==> config.mk <==
export PLATFORM = sky130hd
export DESIGN_NAME = fp_booth_seq_mul_flat
export DESIGN_NICKNAME = d
export VERILOG_FILES = /design/src/rtl/fp_booth_seq_mul_if.sv /design/src/rtl/fp_booth_seq_mul.sv /design/src/flat_wrapper.sv
export SDC_FILE = /design/constraint.sdc
export NUM_CORES = 1
export LEC_CHECK = 0
export CAP_MARGIN = 40
export CORE_UTILIZATION = 26
export CTS_CLUSTER_DIAMETER = 150
export DETAILED_ROUTE_END_ITERATION = 7
export PLACE_DENSITY = 0.41
export SKIP_CTS_REPAIR_TIMING = 1
export SLEW_MARGIN = 20
export SYNTH_ARGS = -nofsm -noshare
export SYNTH_HDL_FRONTEND = slang
export SYNTH_SLANG_ARGS = --single-unit
==> constraint.sdc <==
create_clock -name clk -period 6 [get_ports clk]
set_input_delay 1.8 -clock clk [delete_from_list [all_inputs] [get_ports clk]]
set_output_delay 1.8 -clock clk [all_outputs]
set_load 0.005 [all_outputs]
==> src/rtl/fp_booth_seq_mul_if.sv <==
// Operand/product handshake bundle for fp_booth_seq_mul.
// master = upstream driver / downstream consumer side, slave = the multiplier.
interface fp_booth_seq_mul_if;
  logic        in_valid;
  logic        in_ready;
  logic [22:0] frc_X;
  logic [22:0] frc_Y;
  logic        x_sub;
  logic        y_sub;
  logic        out_valid;
  logic        out_ready;
  logic [47:0] frc_Z_full;
  logic        norm_n;

  modport master (
    output in_valid, frc_X, frc_Y, x_sub, y_sub, out_ready,
    input  in_ready, out_valid, frc_Z_full, norm_n
  );

  modport slave (
    input  in_valid, frc_X, frc_Y, x_sub, y_sub, out_ready,
    output in_ready, out_valid, frc_Z_full, norm_n
  );
endinterface

==> src/rtl/fp_booth_seq_mul.sv <==
// Sequential radix-4 Booth multiplier for 24-bit FP significands (13 CALC cycles).
// Optional macro FP_MUL_ZERO_BYPASS_EN: subnormal/zero operands skip CALC and go straight to DONE.
module fp_booth_seq_mul (
  input  logic               clk,
  input  logic               rst,
  fp_booth_seq_mul_if.slave  bus
);

  typedef enum logic [1:0] {IDLE = 2'd0, CALC = 2'd1, DONE = 2'd2} state_t;

  state_t                state, state_nxt;
  logic        [3:0]     cnt;
  logic signed [49:0]    mx_sh;
  logic        [26:0]    my_sh;
  logic signed [49:0]    acc;
  logic signed [49:0]    acc_nxt;
  logic                  accept;
  logic                  op_sub;

  function automatic logic signed [49:0] booth_pp(input logic [2:0] dig,
                                                  input logic signed [49:0] m);
    logic signed [49:0] pp;
    case (dig)
      3'b001, 3'b010: pp = m;
      3'b011:         pp = m <<< 1;
      3'b100:         pp = -(m <<< 1);
      3'b101, 3'b110: pp = -m;
      default:        pp = '0;
    endcase
    return pp;
  endfunction

  assign accept  = (state == IDLE) && bus.in_valid;
  assign op_sub  = bus.x_sub | bus.y_sub;
  assign acc_nxt = acc + booth_pp(my_sh[2:0], mx_sh);

  always_ff @(posedge clk) begin
    if (rst) state <= IDLE;
    else     state <= state_nxt;
  end

  always_comb begin
    state_nxt = state;
    case (state)
      IDLE: begin
        if (bus.in_valid) begin
`ifdef FP_MUL_ZERO_BYPASS_EN
          state_nxt = op_sub ? DONE : CALC;
`else
          state_nxt = CALC;
`endif
        end
      end
      CALC:    if (cnt == 4'd12) state_nxt = DONE;
      DONE:    if (bus.out_ready) state_nxt = IDLE;
      default: state_nxt = IDLE;
    endcase
  end

  always_comb begin
    bus.in_ready  = 1'b0;
    bus.out_valid = 1'b0;
    case (state)
      IDLE:    bus.in_ready  = ~rst;
      DONE:    bus.out_valid = 1'b1;
      default: ;
    endcase
  end

  // Datapath: operand latch on accept, one Booth digit per CALC cycle.
  always_ff @(posedge clk) begin
    if (rst) begin
      cnt            <= '0;
      acc            <= '0;
      mx_sh          <= '0;
      my_sh          <= '0;
      bus.frc_Z_full <= '0;
      bus.norm_n     <= 1'b0;
    end else begin
      case (state)
        IDLE: begin
          if (accept) begin
            // A flushed operand zeroes the multiplicand so the product is exactly 0.
            mx_sh <= op_sub ? 50'sd0 : $signed({26'd0, 1'b1, bus.frc_X});
            my_sh <= {2'b00, ~bus.y_sub, bus.frc_Y, 1'b0};
            acc   <= '0;
            cnt   <= '0;
`ifdef FP_MUL_ZERO_BYPASS_EN
            if (op_sub) begin
              bus.frc_Z_full <= '0;
              bus.norm_n     <= 1'b0;
            end
`endif
          end
        end
        CALC: begin
          acc   <= acc_nxt;
          mx_sh <= mx_sh <<< 2;
          my_sh <= my_sh >> 2;
          if (cnt == 4'd12) begin
            cnt            <= '0;
            bus.frc_Z_full <= acc_nxt[47:0];
            bus.norm_n     <= acc_nxt[47];
          end else begin
            cnt <= cnt + 4'd1;
          end
        end
        default: ;
      endcase
    end
  end

endmodule
==> src/flat_wrapper.sv <==
// flat-port wrapper written by rule: the top's interface ports become plain ports
module fp_booth_seq_mul_flat 
  (clk, rst, bus_in_valid, bus_frc_X, bus_frc_Y, bus_x_sub, bus_y_sub, bus_out_ready, bus_in_ready, bus_out_valid, bus_frc_Z_full, bus_norm_n);
  fp_booth_seq_mul_if bus_i ();
  input  logic clk;
  input  logic rst;
  input wire logic [$bits(bus_i.in_valid)-1:0] bus_in_valid;
  input wire logic [$bits(bus_i.frc_X)-1:0] bus_frc_X;
  input wire logic [$bits(bus_i.frc_Y)-1:0] bus_frc_Y;
  input wire logic [$bits(bus_i.x_sub)-1:0] bus_x_sub;
  input wire logic [$bits(bus_i.y_sub)-1:0] bus_y_sub;
  input wire logic [$bits(bus_i.out_ready)-1:0] bus_out_ready;
  output wire logic [$bits(bus_i.in_ready)-1:0] bus_in_ready;
  output wire logic [$bits(bus_i.out_valid)-1:0] bus_out_valid;
  output wire logic [$bits(bus_i.frc_Z_full)-1:0] bus_frc_Z_full;
  output wire logic [$bits(bus_i.norm_n)-1:0] bus_norm_n;
  assign bus_i.in_valid = bus_in_valid;
  assign bus_i.frc_X = bus_frc_X;
  assign bus_i.frc_Y = bus_frc_Y;
  assign bus_i.x_sub = bus_x_sub;
  assign bus_i.y_sub = bus_y_sub;
  assign bus_i.out_ready = bus_out_ready;
  assign bus_in_ready = bus_i.in_ready;
  assign bus_out_valid = bus_i.out_valid;
  assign bus_frc_Z_full = bus_i.frc_Z_full;
  assign bus_norm_n = bus_i.norm_n;
  fp_booth_seq_mul u_core (.clk(clk), .rst(rst), .bus(bus_i));
endmodule
Word level (Yosys, flattened, before mapping)
Index checks and enable logic that the tools add are counted.
{"block": "totals", "out_inout_bits": 51, "inputBits": 52, "elab_cells": 52, "register_bits": 182}
{"block": "op_classes", "n_bitwise": 3, "n_eq_ne": 13, "add_sub_neg": 4, "reduce_logical": 8, "mux": 17}
{"operator": "$pmux W50 S2", "count": 2}
{"operator": "$pmux W50 S4", "count": 1}
{"operator": "$mux W50", "count": 2}
{"operator": "$neg A50 Y50", "count": 2}
{"operator": "$pmux W27 S2", "count": 1}
{"operator": "$add A50 B50 Y50", "count": 1}
{"operator": "$mux W27", "count": 1}
{"operator": "$mux W24", "count": 1}
{"operator": "$eq A3 B3 Y1 const B", "count": 3}
{"operator": "$mux W4", "count": 2}
{"operator": "$pmux W4 S2", "count": 1}
{"operator": "$eq A3 B2 Y1 const B", "count": 2}
{"operator": "$mux W2", "count": 3}
{"operator": "$pmux W2 S3", "count": 1}
{"operator": "$add A4 B1 Y4 const B", "count": 1}
{"operator": "$eq A4 B4 Y1 const B", "count": 1}
{"operator": "$ne A2 B1 Y1 const B", "count": 2}
{"operator": "$ne A2 B2 Y1 const B", "count": 2}
{"operator": "$reduce_and A2 Y1", "count": 2}
{"operator": "$reduce_or A2 Y1", "count": 2}
{"operator": "$eq A3 B1 Y1 const B", "count": 1}
{"operator": "$reduce_and A3 Y1", "count": 1}
{"operator": "$eq A2 B1 Y1 const B", "count": 1}
{"operator": "$eq A2 B2 Y1 const B", "count": 1}
{"operator": "6 further kinds", "count": 8}

Logic depth before layout (Yosys ltp)
{"block": "depth", "word_depth": 5, "depth_mapped": 22, "ltp_nobuf": 21}

Least setup slack after synthesis
No wires, ideal clock.
{"block": "synth_path", "kind": "register to register", "from": "register u_core.mx_sh[25]", "to": "register u_core.acc[46]", "t_required_ps": 5883, "setup_slack_ps": 1128, "setup_ps": 117, "stages_incl_launch_ff": 20, "synth_period_minus_slack_ps": 4872, "arrival_ps": 4755, "n_path_buf": 2, "path_cell_list": "dfxtp_1 -> buf_6 -> or2_1 -> or4_1 -> or4_4 -> or4_4 -> or4_4 -> nand2_2 -> xor2_2 -> o22ai_1 -> o21a_1 -> ha_1 -> clkbuf_1 -> a21o_1 -> a21o_1 -> a21oi_1 -> nand2_1 -> a2111oi_0 -> o21ai_0 -> a32o_1"}
{"block": "synth_between", "elab_chain_len": 4, "word_cells_on_any_way": 5, "classes_between": "3 x add/sub; 2 x mux"}
{"item": "start, declared", "line_no": "fp_booth_seq_mul.sv:13", "source": "logic signed [49:0] mx_sh;"}
{"item": "start signal, assigned", "line_no": "fp_booth_seq_mul.sv:84", "source": "mx_sh <= op_sub ? 50'sd0 : $signed({26'd0, 1'b1, bus.frc_X});"}
{"item": "start signal, assigned", "line_no": "fp_booth_seq_mul.sv:98", "source": "mx_sh <= mx_sh <<< 2;"}
{"item": "$neg A50 Y50, on equally long branches", "line_no": "fp_booth_seq_mul.sv:27, fp_booth_seq_mul.sv:26"}
{"item": "$pmux W50 S4 *", "line_no": "fp_booth_seq_mul.sv:23", "source": "case (dig)"}
{"item": "$add A50 B50 Y50 *", "line_no": "fp_booth_seq_mul.sv:35", "source": "assign acc_nxt = acc + booth_pp(my_sh[2:0], mx_sh);"}
{"item": "$pmux W50 S2 *", "line_no": "fp_booth_seq_mul.sv:80", "source": "case (state)"}
{"item": "end signal, assigned", "line_no": "fp_booth_seq_mul.sv:97", "source": "acc <= acc_nxt;"}
{"item": "end, declared", "line_no": "fp_booth_seq_mul.sv:15", "source": "logic signed [49:0] acc;"}
Mark *: on every way between the ends. The rest lies on a longest branch, timed or not.
A chain may end at the register's enable or synchronous reset.

Worst setup path in the final report
{"block": "layout_path", "from": "register u_core.mx_sh[0]", "to": "register u_core.acc[46]"}
Same word-level chain as after synthesis.

==> key figures <==
Critical path
  • WP data arrival: slightly below 6 ns
  • Crit-path max cell delay: ~0.64 ns
  • Endpoint type of the worst setup path: register
  • Startpoint types: register
  • WS Path Type: register to register
  • CP most frequent cell: or4_4
  • Worst path cell trace: nor4_2, nand4_1, or4_4, or4_4, or4_4, nand2_2, xor2_2, o22ai_1, o21a_1, ha_1, a21o_1, a21o_1, a21oi_1, nand2_1, a2111oi_1, o21ai_0, a32o_1
  • Req. time, crit path: approximately 6.4 ns
  • Crit path max fanout: 8
  • CP max stage cell: or4_4

Detailed routing
  • Total number of vias: about 11k
  • Vias per cell: ~5.2
  • Detailed Routing Iterations Pass 1: 5
  • Final Routed Wirelength: roughly 42 mm
  • Detailed-route DRC error count: 0
  • Initial DRC Count: approximately 740
  • Post-route ant nets: 0
  • Routed wire per std cell: ~19 um

Worst hold path
  • Min-Delay Path Class: register to register

STA
  • Min Tclk post-route: between 5 and 6 ns
  • RSZ-0062 raised after global routing: no
  • Fmax: 181 MHz
  • Period Utilization, post-route: 91.8%
  • Count of final setup violators: 0
  • Worst-Margin Slew: slightly above 0.8 ns
  • Setup Total Neg Slack: 0 ns
  • Slew margin rel.: 45.8%
  • Fin. max-slew vios: 0
  • Hold Fails Final Rpt: 0
  • Clock skew: ~0.016 ns

Yosys
  • Post-Syn Instances: about 1.6k
  • EDFF count, synth: 0
  • Syn avg cell area: ~7.5 sq um
  • Ys async rst share: 0%
  • Seq/Total Area, Yosys: ~30%
  • Count of different cell masters after synthesis: 74
  • Yosys reg bits: around 180
  • Syn Std Cell Area: roughly 0.012 sq mm
  • Synth Net Count: between 1.5k and 2k
  • Synth Warn #: 0
  • Post-synth top flop: dfxtp_1

Die
  • Core Area: roughly 0.044 sq mm
  • Row cnt: between 70 and 80
  • Die X: 214 um
  • Die area: 0.0458 sq mm
  • Top Ports: 103
  • Die outline height: around 210 um
  • Initial core utilization: between 20% and 30%

Placement
  • HPWL after DPL: slightly above 30 mm
  • Input/output buffers: ~100
  • Placed Instances: ~2.2k
  • RD Place Congestion: between 0.8 and 0.9

Cells and area
  • Area of the multi-input gates: approximately 0.0076 sq mm
  • # diodes: 0
  • Layout area overhead: 19.2%
  • Final net count: around 1.7k
  • Reg area: around 0.0035 sq mm
  • Share of cells above drive strength 1: about 6.8%
  • FILL cells: about 5k
  • Non-Filler Instances: between 2k and 2.5k

Power
  • Leakage: 5.42 nW
  • IR drop worst, VDD: about 0.00017 V
  • Pwr/cell area: roughly 230 mW/mm^2
  • Power Total: 3.18 mW

Clock tree
  • CTS tree: built
  • CTS buffer count: 17
  • Clock Tree Buf Depth: 2
  • Clock root cell: clkbuf_16
  • Clock sinks: 175
  • Clock latency reported for the late side of the worst-skew pair: roughly 0.48 ns
  • Htree depth: 4
  • CTS clk-pin slew, worst paths: around 0.08 ns

GRT
  • Largest net degree at the start of global routing: 67
  • Initial antenna violation count: 0
  • Total GRT Usage: 18.2%
  • Vias in the first global route: 11.1k
  • First-pass GRT wire length: between 60 and 70 mm
  • Total gr overflow: 0

Run status
  • Status: finished clean

Run
  • Max cap viols: 0
[per-stage QoR]
step | hold slack, ns | utilization (%) | instance area [sq um] | setup slack (ns)
2_1_floorplan | 0.432 | - | 11700 | 1.13
3_3_place_gp | 0.442 | 29.9 | 13200 | 0.421
3_5_place_dp | 0.449 | 30.0 | 13300 | 0.337
4_1_cts | 0.460 | 31.4 | 13900 | 0.302
5_1_grt | 0.475 | 31.4 | 13900 | 0.0363
6_report | 0.457 | 31.4 | 13900 | 0.490
[final cells by class]
cell class,count,share of cell area (%)
Clock inverter,12,1.29
Inverter,23,0.620
Sequential cell,175,25.2
Tap cell,592,5.32
Timing Repair Buffer,143,9.87
Multi-Input combinational cell,1235,54.5
Clock buffer,20,3.28
[state kept, by name, indices dropped and copies added (netlist names)]
name and cells:
u_core.acc 48, u_core.bus.frc_Z_full 48, u_core.mx_sh 48, u_core.my_sh 25, u_core.cnt 4, u_core.state 2
[worst max-delay path, delay by kind of cell (launching register included)]
kind	cells	cell delay, ns
simple gates	7	2.62
compound gates	8	1.84
fa+ha+maj	1	0.40
flops	1	0.37
xor+xnor	1	0.15
[kinds of logic after synthesis]
kind of cell / synth area share [%]
AO/OA/AOI/OAI: 26.8
buffers and inverters: 5.42
XOR/XNOR: 7.56
adder cells (fa/ha/maj): 5.52
flip-flops: 30.0
multiplexers: 0.803
AND/OR/NAND/NOR: 23.9
[worst paths after layout]
check / from / to / slack [ns] / cells after the start
worst max-delay path: u_core.mx_sh[0] / u_core.acc[46] / 0.49 / 17
worst min register to register: u_core.bus.frc_Z_full[29] / u_core.bus.frc_Z_full[29] / 0.46 / 2
worst min-delay path: u_core.bus.frc_Z_full[29] / u_core.bus.frc_Z_full[29] / 0.46 / 2
worst max register to register: u_core.mx_sh[0] / u_core.acc[46] / 0.49 / 17
[metal layers]
metal / global-route usage, % / vias to the layer above / routed length, um
li1: - / 5703 / -
met4: 5.81 / 0 / 950
met1: 25.0 / 5490 / 20100
met3: 2.92 / 49 / 1580
met5: 0 / - / 0
met2: 29.0 / 248 / 19100
[where the power goes]
group          total [mW]  switching, mW  internal (mW)
clock                1.25          0.532          0.722
sequential           1.22         0.0302           1.19
combinational       0.703          0.442          0.260
[Yosys cell counts, types with 22 or more instances]
master	number	area share, %
a311oi_1	24	1.8
a21oi_1	99	4.2
nor3_1	32	1.4
nand3_1	31	1.3
o21ai_0	109	4.7
a21o_1	26	1.7
xnor2_1	47	3.5
dfxtp_1	175	30
nor2_1	200	6.4
xor2_1	52	3.9
nand2_1	217	7.0
ha_1	50	5.4
inv_1	22	0.71
a22oi_1	73	4.7
clkbuf_1	111	3.6
[cell usage in the layout, fill, tap and decap left out, types with 18 or more instances in the layout]
master,n
a21o_1,26
a21oi_1,99
a222oi_1,21
a22oi_1,73
a311oi_1,24
and3_1,18
buf_4,38
clkdlybuf4s50_1,101
dfxtp_1,174
ha_1,50
inv_1,22
nand2_1,217
nand3_1,31
nor2_1,198
nor3_1,31
o21ai_0,109
xnor2_1,47
xor2_1,52
No activity file was read; power rests on OpenSTA's default activity.
==> edit 1: new RTL, same settings <==
Encoding of `state_t`: now one-hot (3 bits for 3 states).
--- a/src/rtl/fp_booth_seq_mul.sv
+++ b/src/rtl/fp_booth_seq_mul.sv
@@ -6,7 +6,7 @@
   fp_booth_seq_mul_if.slave  bus
 );
 
-  typedef enum logic [1:0] {IDLE = 2'd0, CALC = 2'd1, DONE = 2'd2} state_t;
+  typedef enum logic [2:0] {IDLE = 3'b001, CALC = 3'b010, DONE = 3'b100} state_t;
 
   state_t                state, state_nxt;
   logic        [3:0]     cnt;
Function: same outputs for any inputs over 10 cycles, from zero or initial values and one cycle with rst high; not proved beyond that.
==> edit 1 against the original RTL <==
- clock skew decreased by 1.9 ps
- highest routed layer unchanged
- wire length grew 2.7%
- largest cell class unchanged
- setup slack got worse by 120 ps
- total power up 3.7%
- sequential share of layout area up 0.16 points
- critical path depth grew 2
- sequential cell count is 1 higher
- synthesized area rose by 0.58%
- final area about the same
==> edit 1: results (changes against the original RTL) <==
Power
The fraction of power consumed by combinational cells was 28.4% (was 22.1%). The power spent charging and discharging nets is 0.00122 W (was 0.00100 W). The share of power burned in the clock network is 34.1% (was 39.5%). The static leakage came to 5.29 nW (was 5.42 nW). The maximum vdd drop is 0.000171 V (was 0.000172 V).

Setup path
The destination of the worst register-to-register timing path was u_core.bus.frc_Z_full[45] (was u_core.acc[46]). The critical path data arrival time is 6050 ps (was 5870 ps). The start of the worst register-to-register path is u_core.mx_sh[5] (was u_core.mx_sh[0]). The startpoint of the worst setup timing path is u_core.mx_sh[5] (was u_core.mx_sh[0]). The internal reg-to-reg setup slack is 370 ps (was 490 ps).

Cells and area
The multi-input gate count was 1,287 (was 1,235). The layout cell share with drive strength beyond 1 is 7.25% (was 6.84%). The number of fill cells in the layout is 4,847 (was 4,876). The sequential standard cell area is 3520 um2 (was 3500 um2).

The non-clock buffer count in the final layout is 146 (was 143). The non-clock inverter count in the final layout is 15 (was 23). The combined area of the multi-input logic cells was 7680 um2 (was 7590 um2). The share of final layout cell area taken by non-clock buffers came to 9.69% (was 9.87%).

The number of non-filler instances in the completed layout is 2,248 (was 2,200). The number of sequential cells in the layout is 176 (was 175).

STA
The actual transition at the worst max-transition pin is 760 ps (was 813 ps). The timing-limited maximum frequency was 178 MHz (was 181 MHz). The final worst clock skew is 14.4 ps (was 16.3 ps). The worst hold slack after final layout is 456 ps (was 457 ps).

Placement
The half-perimeter wire length after placement is 31,000 um (was 30,300 um). The setup slack at placement is 321 ps (was 337 ps). The placer congestion estimate is 0.866 (was 0.880).

Global routing
The met1 track demand over resource is 24.5% (was 25.0%). The met2 layer usage reported by global route was 31.1% (was 29.0%). The global-route met3 utilization is 2.72% (was 2.92%).

The number of global-route vias before repair is 11,300 (was 11,100). The all-layer global routing usage is 18.5% (was 18.2%).

Synthesis
The unique cell type count in the Yosys netlist was 83 (was 74). The average cell area after synthesis is 7.29 um2 (was 7.46 um2). The total nets after synthesis was 1,715 (was 1,670).

Run status
Result of the run: finished clean (unchanged).

Drt
The wire length on met2 is 20,700 um (was 19,100 um). The met3 wire length is 1470 um (was 1580 um). The final wirelength is 42,900 um (was 41,800 um). The length of routed wiring on met1 is 20,000 um (was 20,100 um). The routed via count divided by cell count was 5.20 (was 5.22).

Hold path
The end point of the most critical hold path is u_core.bus.frc_Z_full[36] (was u_core.bus.frc_Z_full[29]). The startpoint of the lowest-slack hold path is u_core.bus.frc_Z_full[36] (was u_core.bus.frc_Z_full[29]).
==> edit 1: worst max-delay path, stage by stage, from the launching register on <==
cell                        delay [ps]
sky130_fd_sc_hd__dfxtp_1           380
sky130_fd_sc_hd__or4_4             530
sky130_fd_sc_hd__or2_4             280
sky130_fd_sc_hd__or4_4             510
sky130_fd_sc_hd__or3_4             360
sky130_fd_sc_hd__or3_4             360
sky130_fd_sc_hd__nand2_4            80
sky130_fd_sc_hd__xnor2_2            70
sky130_fd_sc_hd__a221oi_2          290
sky130_fd_sc_hd__a31oi_1            70
sky130_fd_sc_hd__ha_1              410
sky130_fd_sc_hd__and3_1            210
sky130_fd_sc_hd__nand4_1           150
sky130_fd_sc_hd__a2111oi_1         620
sky130_fd_sc_hd__o21bai_2          230
sky130_fd_sc_hd__o21ai_0           190
sky130_fd_sc_hd__buf_4             170
sky130_fd_sc_hd__a311oi_1          150
sky130_fd_sc_hd__or4_1             430
sky130_fd_sc_hd__nand3_1            70
==> edit 1: logic make-up (layout without fill, tap and decap cells) <==
family / Yosys count / count (layout) / share of synthesized area (%)
AO/OA/AOI/OAI: 463 / 463 / 24.7
multiplexers: 6 / 6 / 0.553
flip-flops: 176 / 176 / 30.0
XOR/XNOR: 107 / 107 / 8.03
buffers and inverters: 149 / 193 / 5.00
AND/OR/NAND/NOR: 660 / 660 / 26.2
adder cells (fa/ha/maj): 51 / 51 / 5.49
==> edit 1: per-stage QoR <==
| stage | area [um2] | power (W) | utilization, % |
|---|---|---|---|
| 2_1_floorplan | 11800 | 0.00189 | - |
| 3_3_place_gp | 13300 | 0.00220 | 30.0 |
| 3_5_place_dp | 13300 | 0.00220 | 30.0 |
| 4_1_cts | 13900 | 0.00334 | 31.3 |
| 5_1_grt | 13900 | 0.00347 | 31.3 |
| 6_report | 13900 | 0.00330 | 31.3 |
==> edit 2: new RTL, config.mk and constraints unchanged <==
Made on the original files. Build with the macro `FP_MUL_ZERO_BYPASS_EN` defined.
--- a/src/rtl/fp_booth_seq_mul.sv
+++ b/src/rtl/fp_booth_seq_mul.sv
@@ -1,5 +1,7 @@
 // Sequential radix-4 Booth multiplier for 24-bit FP significands (13 CALC cycles).
 // Optional macro FP_MUL_ZERO_BYPASS_EN: subnormal/zero operands skip CALC and go straight to DONE.
+`define FP_MUL_ZERO_BYPASS_EN
+
 module fp_booth_seq_mul (
   input  logic               clk,
   input  logic               rst,
Check against the original RTL: not equivalent (Yosys sat finds a counterexample within 4 cycles, from zero or initial values and one cycle with rst high).
==> edit 2 against the original RTL <==
- final area down 1.0%
- cell count hardly changed
- setup slack better by 86 ps
- clock power decreased by 6%
- largest power group is now sequential cells
- sequential power is 3% higher
- wire length rose by 1.4%
- sequential cell count is the same
- total power rose by 2.4%
- hold slack gained 5.4 ps
- first-iteration DRC count grew 8.6%
- count of clock-buffer cells in the layout decreased by 2
- synthesized area is essentially flat
==> edit 2: results (changes against the original RTL) <==
Synthesis
The synthesized instance count is 1,583 (was 1,567). The multiplexer area fraction after synthesis is 1.37% (was 0.803%). The fraction of synthesized cell area in xor and xnor cells came to 8.24% (was 7.56%). The post-synthesis sequential area ratio is 30.0% (about the same). The share of the synthesized area in the top cell type is 30.0% (about the same).

Top cells by area, synth: sky130_fd_sc_hd__dfxtp_1 (30%), sky130_fd_sc_hd__nor2_1 (6.4%), sky130_fd_sc_hd__nand2_1 (6.1%) (was sky130_fd_sc_hd__dfxtp_1 (30%), sky130_fd_sc_hd__nand2_1 (7.0%), sky130_fd_sc_hd__nor2_1 (6.4%)). The arithmetic-cell share of the synthesized area counting full adders, half adders and majority gates is 5.53% (was 5.52%).

Global routing
The met1 track demand over resource is 27.0% (was 25.0%). The pin count of the biggest net entering global routing is 71 (was 67). The all-layer global routing usage is 18.6% (was 18.2%).

Cells and area
The fraction of the core area covered by cells at the end of the flow is 31.2% (was 31.4%). The final layout net count is 1,696 (was 1,698). The flip-flop and latch share of the layout cell area is 25.4% (was 25.2%).

The share of final layout cell area taken by non-clock buffers is 9.56% (was 9.87%). The layout cell share with drive strength beyond 1 is 5.42% (was 6.84%). The clock buffer and inverter area fraction after layout was 4.30% (was 4.57%). The number of sequential cells in the layout was 175 (unchanged). The layout-stage area growth over the synthesis result is 18.1% (was 19.2%). The non-clock buffer count in the final layout is 136 (was 143).

Placement
The count of placed standard cells including taps is 2,165 (was 2,168). The setup slack at placement came to 665 ps (was 337 ps). The placer congestion estimate was 0.885 (was 0.880).

Setup path
The maximum fanout along the worst path came to 7 (was 8). The internal reg-to-reg setup slack was 580 ps (was 490 ps). The capturing instance or port of the critical path is u_core.bus.frc_Z_full[45] (was u_core.acc[46]).

The largest stage delay on the critical path came to 500 ps (was 640 ps).

Drt
The routed via count divided by cell count is 5.26 (was 5.22). The final wirelength is 42,400 um (was 41,800 um). The routed wirelength normalized by instance count is 19.3 um (was 19.0 um). The wire length on met2 was 18,600 um (was 19,100 um).

Hold path
The startpoint of the lowest-slack hold path is u_core.acc[47] (was u_core.bus.frc_Z_full[29]).

STA
The worst relative slew slack is 45.4% (was 45.8%). The timing-limited maximum frequency is 184 MHz (was 181 MHz).

Power
The internal power is 0.00212 W (was 0.00218 W). The maximum vdd drop is 0.000119 V (was 0.000172 V). The static leakage came to 5.24 nW (was 5.42 nW).

Run status
Result of the run: finished clean (unchanged).
-- edit 2: cell types whose count changed after synthesis, moves of 8 or more --
cell and change:
sky130_fd_sc_hd__clkbuf_1 +13, sky130_fd_sc_hd__o21ai_0 -11, sky130_fd_sc_hd__nor3_1 +20, sky130_fd_sc_hd__nand2_1 -27, sky130_fd_sc_hd__mux2i_1 +10, sky130_fd_sc_hd__xnor2_1 +16, sky130_fd_sc_hd__and3_1 -13, sky130_fd_sc_hd__a222oi_1 -21
sky130_fd_sc_hd__a22oi_1 -11, sky130_fd_sc_hd__nand3_1 +13, sky130_fd_sc_hd__a32o_1 +8, sky130_fd_sc_hd__a21oi_1 +31, sky130_fd_sc_hd__a221oi_1 +21
-- edit 2: power by group through the flow --
stage               sequential [W]  combinational, W  clock, W
detailed placement         0.00129          0.000816         0
global placement           0.00129          0.000815         0
finish                     0.00126          0.000821   0.00117
floorplan                  0.00125          0.000568         0
global route               0.00127          0.000907   0.00125
CTS                        0.00126          0.000820   0.00121
